File: config.mk
export PLATFORM = sky130hd
export DESIGN_NAME = mem_arbiter
export DESIGN_NICKNAME = d
export VERILOG_FILES = /design/src/rtl/pisa_pkg.sv /design/src/rtl/arb_perf_counters.sv /design/src/rtl/mem_arbiter.sv
export SDC_FILE = /design/constraint.sdc
export NUM_CORES = 1
export LEC_CHECK = 0
export ABC_AREA = 1
export CORE_AREA = 2 2 120 122
export DETAILED_ROUTE_END_ITERATION = 10
export DIE_AREA = 0 0 122 124
export GPL_TIMING_DRIVEN = 0
export PLACE_DENSITY = 0.85
export SLEW_MARGIN = 25
export SYNTH_ARGS = -nofsm -noshare
export SYNTH_HDL_FRONTEND = slang
export SYNTH_HIERARCHICAL = 1
export SYNTH_SLANG_ARGS = --single-unit
File: constraint.sdc
create_clock -name clk -period 4.62 [get_ports clk]
set_input_delay 0.462 -clock clk [delete_from_list [all_inputs] [get_ports clk]]
set_output_delay 0.462 -clock clk [all_outputs]
set_load 0.01 [all_outputs]
File: src/rtl/pisa_pkg.sv
// Shared types and constants for the memory arbiter.
package pisa_pkg;

  localparam int unsigned ADDR_W = 32;
  localparam int unsigned DATA_W = 32;
  localparam int unsigned SIZE_W = 2;
  localparam int unsigned CNT_W  = 4;

  // Access-size encodings shared by core and debug ports
  localparam logic [SIZE_W-1:0] SIZE_BYTE = 2'b00;
  localparam logic [SIZE_W-1:0] SIZE_HALF = 2'b01;
  localparam logic [SIZE_W-1:0] SIZE_WORD = 2'b10;

  typedef enum logic [1:0] {
    CORE      = 2'd0,
    DBG_ISSUE = 2'd1,
    DBG_RESP  = 2'd2,
    RESYNC    = 2'd3
  } arb_state_t;

  // Debug request captured on the grant cycle
  typedef struct packed {
    logic              write;
    logic [ADDR_W-1:0] address;
    logic [DATA_W-1:0] wdata;
    logic [SIZE_W-1:0] size;
  } dbg_req_t;

endpackage

File: src/rtl/arb_perf_counters.sv
// Stall and grant counters for the arbiter; both wrap and clear on rst.
module arb_perf_counters
  import pisa_pkg::*;
(
  input  logic        clk,
  input  logic        rst,
  input  logic        stall_inc,
  input  logic        grant_inc,
  output logic [31:0] perf_stall_cycles,
  output logic [15:0] perf_dbg_grants
);

  // Free-running wrap-around event counters
  always_ff @(posedge clk) begin
    if (rst) begin
      perf_stall_cycles <= '0;
      perf_dbg_grants   <= '0;
    end else begin
      if (stall_inc) perf_stall_cycles <= perf_stall_cycles + 32'(1);
      if (grant_inc) perf_dbg_grants   <= perf_dbg_grants + 16'(1);
    end
  end

endmodule

File: src/rtl/mem_arbiter.sv
// Arbitrates one memory port between a stepping core and a debug/loader
// requester. Debug accesses steal the bus for ISSUE/RESP, then a RESYNC
// cycle lets mem_rdata return to a core address before the core steps.
// Optional: define ARBITER_PERF_EN to add perf_stall_cycles/perf_dbg_grants.
module mem_arbiter
  import pisa_pkg::*;
#(
  parameter int unsigned STARVE_LIMIT = 4
) (
  input  logic              clk,
  input  logic              rst,
  input  logic              step_req,
  output logic              core_enable_step,
  input  logic [ADDR_W-1:0] core_address,
  input  logic [DATA_W-1:0] core_data_out,
  input  logic              core_write_enable,
  input  logic [SIZE_W-1:0] core_data_size,
  output logic [DATA_W-1:0] core_data_in,
  input  logic              dbg_valid,
  output logic              dbg_ready,
  input  logic              dbg_write,
  input  logic [ADDR_W-1:0] dbg_address,
  input  logic [DATA_W-1:0] dbg_wdata,
  input  logic [SIZE_W-1:0] dbg_size,
  output logic [DATA_W-1:0] dbg_rdata,
  output logic              dbg_rvalid,
  output logic [ADDR_W-1:0] mem_address,
  output logic [DATA_W-1:0] mem_wdata,
  output logic              mem_we,
  output logic [SIZE_W-1:0] mem_size,
  input  logic [DATA_W-1:0] mem_rdata
`ifdef ARBITER_PERF_EN
  ,
  output logic [31:0]       perf_stall_cycles,
  output logic [15:0]       perf_dbg_grants
`endif
);

  arb_state_t             state;
  arb_state_t             state_nxt;
  dbg_req_t               dbg_req_q;
  logic [CNT_W-1:0]       starve_cnt;
  logic                   starved_c;
  logic                   grant_c;

  // Grant decision: debug may take the bus only between core accesses
  always_comb begin
    starved_c = (starve_cnt == CNT_W'(STARVE_LIMIT)) && step_req;
    grant_c   = !rst
             && ((state == CORE) || (state == RESYNC))
             && dbg_valid
             && !core_write_enable
             && !starved_c;
  end

  // State register
  always_ff @(posedge clk) begin
    if (rst) state <= CORE;
    else     state <= state_nxt;
  end

  // Next-state logic
  always_comb begin
    state_nxt = state;
    case (state)
      CORE:      state_nxt = grant_c ? DBG_ISSUE : CORE;
      DBG_ISSUE: state_nxt = DBG_RESP;
      DBG_RESP:  state_nxt = RESYNC;
      RESYNC:    state_nxt = grant_c ? DBG_ISSUE : CORE;
      default:   state_nxt = CORE;
    endcase
  end

  // Memory-port mux, handshake and step enable
  always_comb begin
    mem_address      = core_address;
    mem_wdata        = core_data_out;
    mem_we           = core_write_enable;
    mem_size         = core_data_size;
    core_data_in     = mem_rdata;
    dbg_ready        = grant_c;
    core_enable_step = step_req && (state == CORE) && !grant_c;
    case (state)
      DBG_ISSUE: begin
        mem_address = dbg_req_q.address;
        mem_wdata   = dbg_req_q.wdata;
        mem_we      = dbg_req_q.write;
        mem_size    = dbg_req_q.size;
      end
      DBG_RESP: begin
        mem_address = dbg_req_q.address;
        mem_wdata   = dbg_req_q.wdata;
        mem_we      = 1'b0;
        mem_size    = dbg_req_q.size;
      end
      default: ;
    endcase
  end

  // Capture the debug request fields only on the grant cycle
  always_ff @(posedge clk) begin
    if (rst) begin
      dbg_req_q <= '0;
    end else if (grant_c) begin
      dbg_req_q.write   <= dbg_write;
      dbg_req_q.address <= dbg_address;
      dbg_req_q.wdata   <= dbg_wdata;
      dbg_req_q.size    <= dbg_size;
    end
  end

  // Read-data capture and completion pulse; reset aborts without a pulse
  always_ff @(posedge clk) begin
    if (rst) begin
      dbg_rdata  <= '0;
      dbg_rvalid <= 1'b0;
    end else begin
      dbg_rvalid <= (state == DBG_RESP);
      if ((state == DBG_RESP) && !dbg_req_q.write) dbg_rdata <= mem_rdata;
    end
  end

  // Consecutive-grant counter; any core step clears it
  always_ff @(posedge clk) begin
    if (rst) begin
      starve_cnt <= '0;
    end else if (core_enable_step) begin
      starve_cnt <= '0;
    end else if (grant_c && (starve_cnt != CNT_W'(STARVE_LIMIT))) begin
      starve_cnt <= starve_cnt + CNT_W'(1);
    end
  end

`ifdef ARBITER_PERF_EN
  arb_perf_counters u_perf (
    .clk               (clk),
    .rst               (rst),
    .stall_inc         (step_req && !core_enable_step),
    .grant_inc         (grant_c),
    .perf_stall_cycles (perf_stall_cycles),
    .perf_dbg_grants   (perf_dbg_grants)
  );
`endif

endmodule

==> results.py <==
metrics = {
    "pwr": {
        "pwr-share-comb": 0.318,
        "clkPwrFrac": 0.286,
        "netSwitchingPower_w": 0.000730,
        "p_leak_nw": 3.90,
        "p_int_w": 0.00181,
        "p_total_w": 0.00254,
        "power.share.sequential": 0.396,
        "swShare": 0.287,
        "power_density_nw_per_um2": 287,
        "vdd_drop_max_uv": 193,
    },
    "clock_tree": {
        "clk_transition_reported_paths_ns": 0.07,
        "cts_tree": "built",
        "cts_inserted_buffers": 9,
        "clockBufferDepth": 2,
        "postCtsHoldBufs": 0,
        "clkLatencyLatePin_ns": 0.34,
        "clkSinkCount": 106,
        "cts_resized": 0,
        "cts-root-buf": "clkbuf_16",
        "cts_setup_buffers": 0,
        "htree_levels": 3,
    },
    "synthesis": {
        "yosysTopAreaCellShare": 0.398,
        "yosysWarnings": 6,
        "synth-seq-cells": 106,
        "synth_seq_area_share": 0.398,
        "synth_top_area_cell": "dfxtp_1",
        "syn_nets": 995,
        "netlist_area_um2": 5330,
        "ys_types": 20,
        "syn_avg_cell_area_um2": 6.50,
        "syn_inst": 820,
        "synth_area_leaders": "dfxtp_1, nand2_1, nor2_1",
    },
    "placement": {
        "port_buffers": 303,
        "dpl-instance-area_um2": 8590,
        "hpwl_um": 14400,
        "place_congestion": 0.791,
        "dp_cells": 1303,
    },
    "floorplanning": {
        "start_util": 0.389,
        "core_area_um2": 13700,
        "ioPinCount": 304,
        "die_w_um": 122,
        "die_h_um": 124,
        "num_rows": 43,
        "die_area_um2": 15100,
    },
    "setup_path": {
        "cp-end-kind": "output pin",
        "arrival_ns": 3.37,
        "worstSetupPathType": "register to output pin",
        "path_max_fanout": 10,
        "worstPathRequired_ns": 4.16,
        "start_kind": "register",
    },
    "route": {
        "wl_per_cell_um": 14.0,
        "vias": 6048,
        "dr.pass1.iters": 5,
        "ant_nets": 0,
        "drc": 0,
        "wirelength_um": 18500,
        "drt_iter0_drc": 324,
        "viasPerCell": 4.59,
    },
    "global_routing": {
        "grt_overflow": 0,
        "grt_max_degree": 16,
        "track_usage": 0.236,
        "grt_pass1_wl_um": 27600,
        "antenna_found_initial": 0,
        "first_global_vias": 5697,
    },
    "sta": {
        "post-route-period-util": 0.830,
        "fin_crit_ns": 3.84,
        "worstMarginPinSlew_ns": 0.763,
        "timing.hold.ws_ns": 0.482,
        "hold_viol_final": 0,
        "finClkSkew_ns": 0.00479,
        "tns_ns": 0,
        "rsz0062_at_grt": "false",
        "maxSlewHeadroom": 0.492,
        "drv_slew": 0,
        "finalSetupViolCount": 0,
        "fmax_mhz": 261,
    },
    "final_layout": {
        "instances_no_fill": 1318,
        "final_common_cell": "clkdlybuf4s50_1",
        "drive_above_1_share": 0.0650,
        "antenna_cells": 0,
        "final_nets": 1309,
        "final_cell_mix": "clkdlybuf4s50_1, nand2_1, nor2_1",
        "area_delta_synth_final_pct": 66.2,
        "design_area_um2": 8860,
    },
    "flow_run": {
        "drv_cap": 0,
    },
    "run_status": {
        "status": "completed",
    },
    "worst_hold_path": {
        "hp-class": "register to register",
    },
}
==> stage by stage <==
stage / utilization / setup slack (ns)
5_1_grt: 0.646 / 0.568
3_5_place_dp: 0.626 / 1.11
4_1_cts: 0.646 / 0.720
6_report: 0.646 / 0.784
2_1_floorplan: - / 2.60
3_3_place_gp: 0.626 / 1.09
==> power groups by stage <==
stage               clock network [W]  registers (W)  logic (W)
global placement                    0        0.00102   0.000806
detailed placement                  0        0.00103   0.000813
CTS                          0.000741        0.00101   0.000817
floorplan                           0        0.00103   0.000332
finish                       0.000726        0.00101   0.000809
global route                 0.000785        0.00102   0.000884
==> path summary, 6_finish.rpt <==
check / depth (start not counted) / endpoint / slack [ns] / start
max: 9 / mem_address[7] / 0.78 / state[0]
min: 2 / dbg_req_q[0] / 0.48 / dbg_req_q[0]
max reg2reg: 12 / dbg_req_q[3] / 2.60 / state[0]
min reg2reg: 2 / dbg_req_q[0] / 0.48 / dbg_req_q[0]
==> routing by layer <==
metal  up-vias  global-route usage  share of wire  routed length [um]
li1       3119                   -              -                   -
met1      2675               0.272           0.41                7590
met2       227               0.422           0.49                9020
met3        27              0.0586          0.079                1460
met4         0              0.0855          0.021                 394
met5         -                   0              0                   0
==> worst max-delay path, stage by stage (launching register included) <==
cell and delay, ns:
dfxtp_1 0.33, inv_1 0.06, ha_1 0.28, buf_2 0.17, clkinv_2 0.12, clkbuf_1 0.60, clkbuf_1 0.64, nand2_1 0.11
nand2_1 0.16, clkdlybuf4s50_1 0.56
==> state kept, by name, indices dropped and copies added (netlist names) <==
register    flops
dbg_rdata      32
starve_cnt      4
dbg_rvalid      1
dbg_req_q      67
state           2
==> cells in the mapped netlist, drive strengths merged <==
cell / number
o21ai: 32
nor2: 209
clkbuf: 29
nand4: 1
clkinv: 1
dfxtp: 106
inv: 18
buf: 56
ha: 5
nand3b: 67
a21oi: 2
or2: 1
nand3: 6
nand2: 287
==> cell families after synthesis <==
family	Yosys count	synth area share
compound gates	34	0.0319
fa+ha+maj	5	0.0117
buf+inv	104	0.104
flops	106	0.398
simple gates	571	0.454
==> cell type report <==
type,instances,area [um2]
Buffer,85,484
Clock buffer,12,256
Clock inverter,3,15.0
Fill cell,1260,4860
Inverter,19,72.6
Multi-Input combinational cell,610,2650
Sequential cell,106,2120
Tap cell,180,225
Timing Repair Buffer,303,3030
Power figures use the tool's default switching activity.
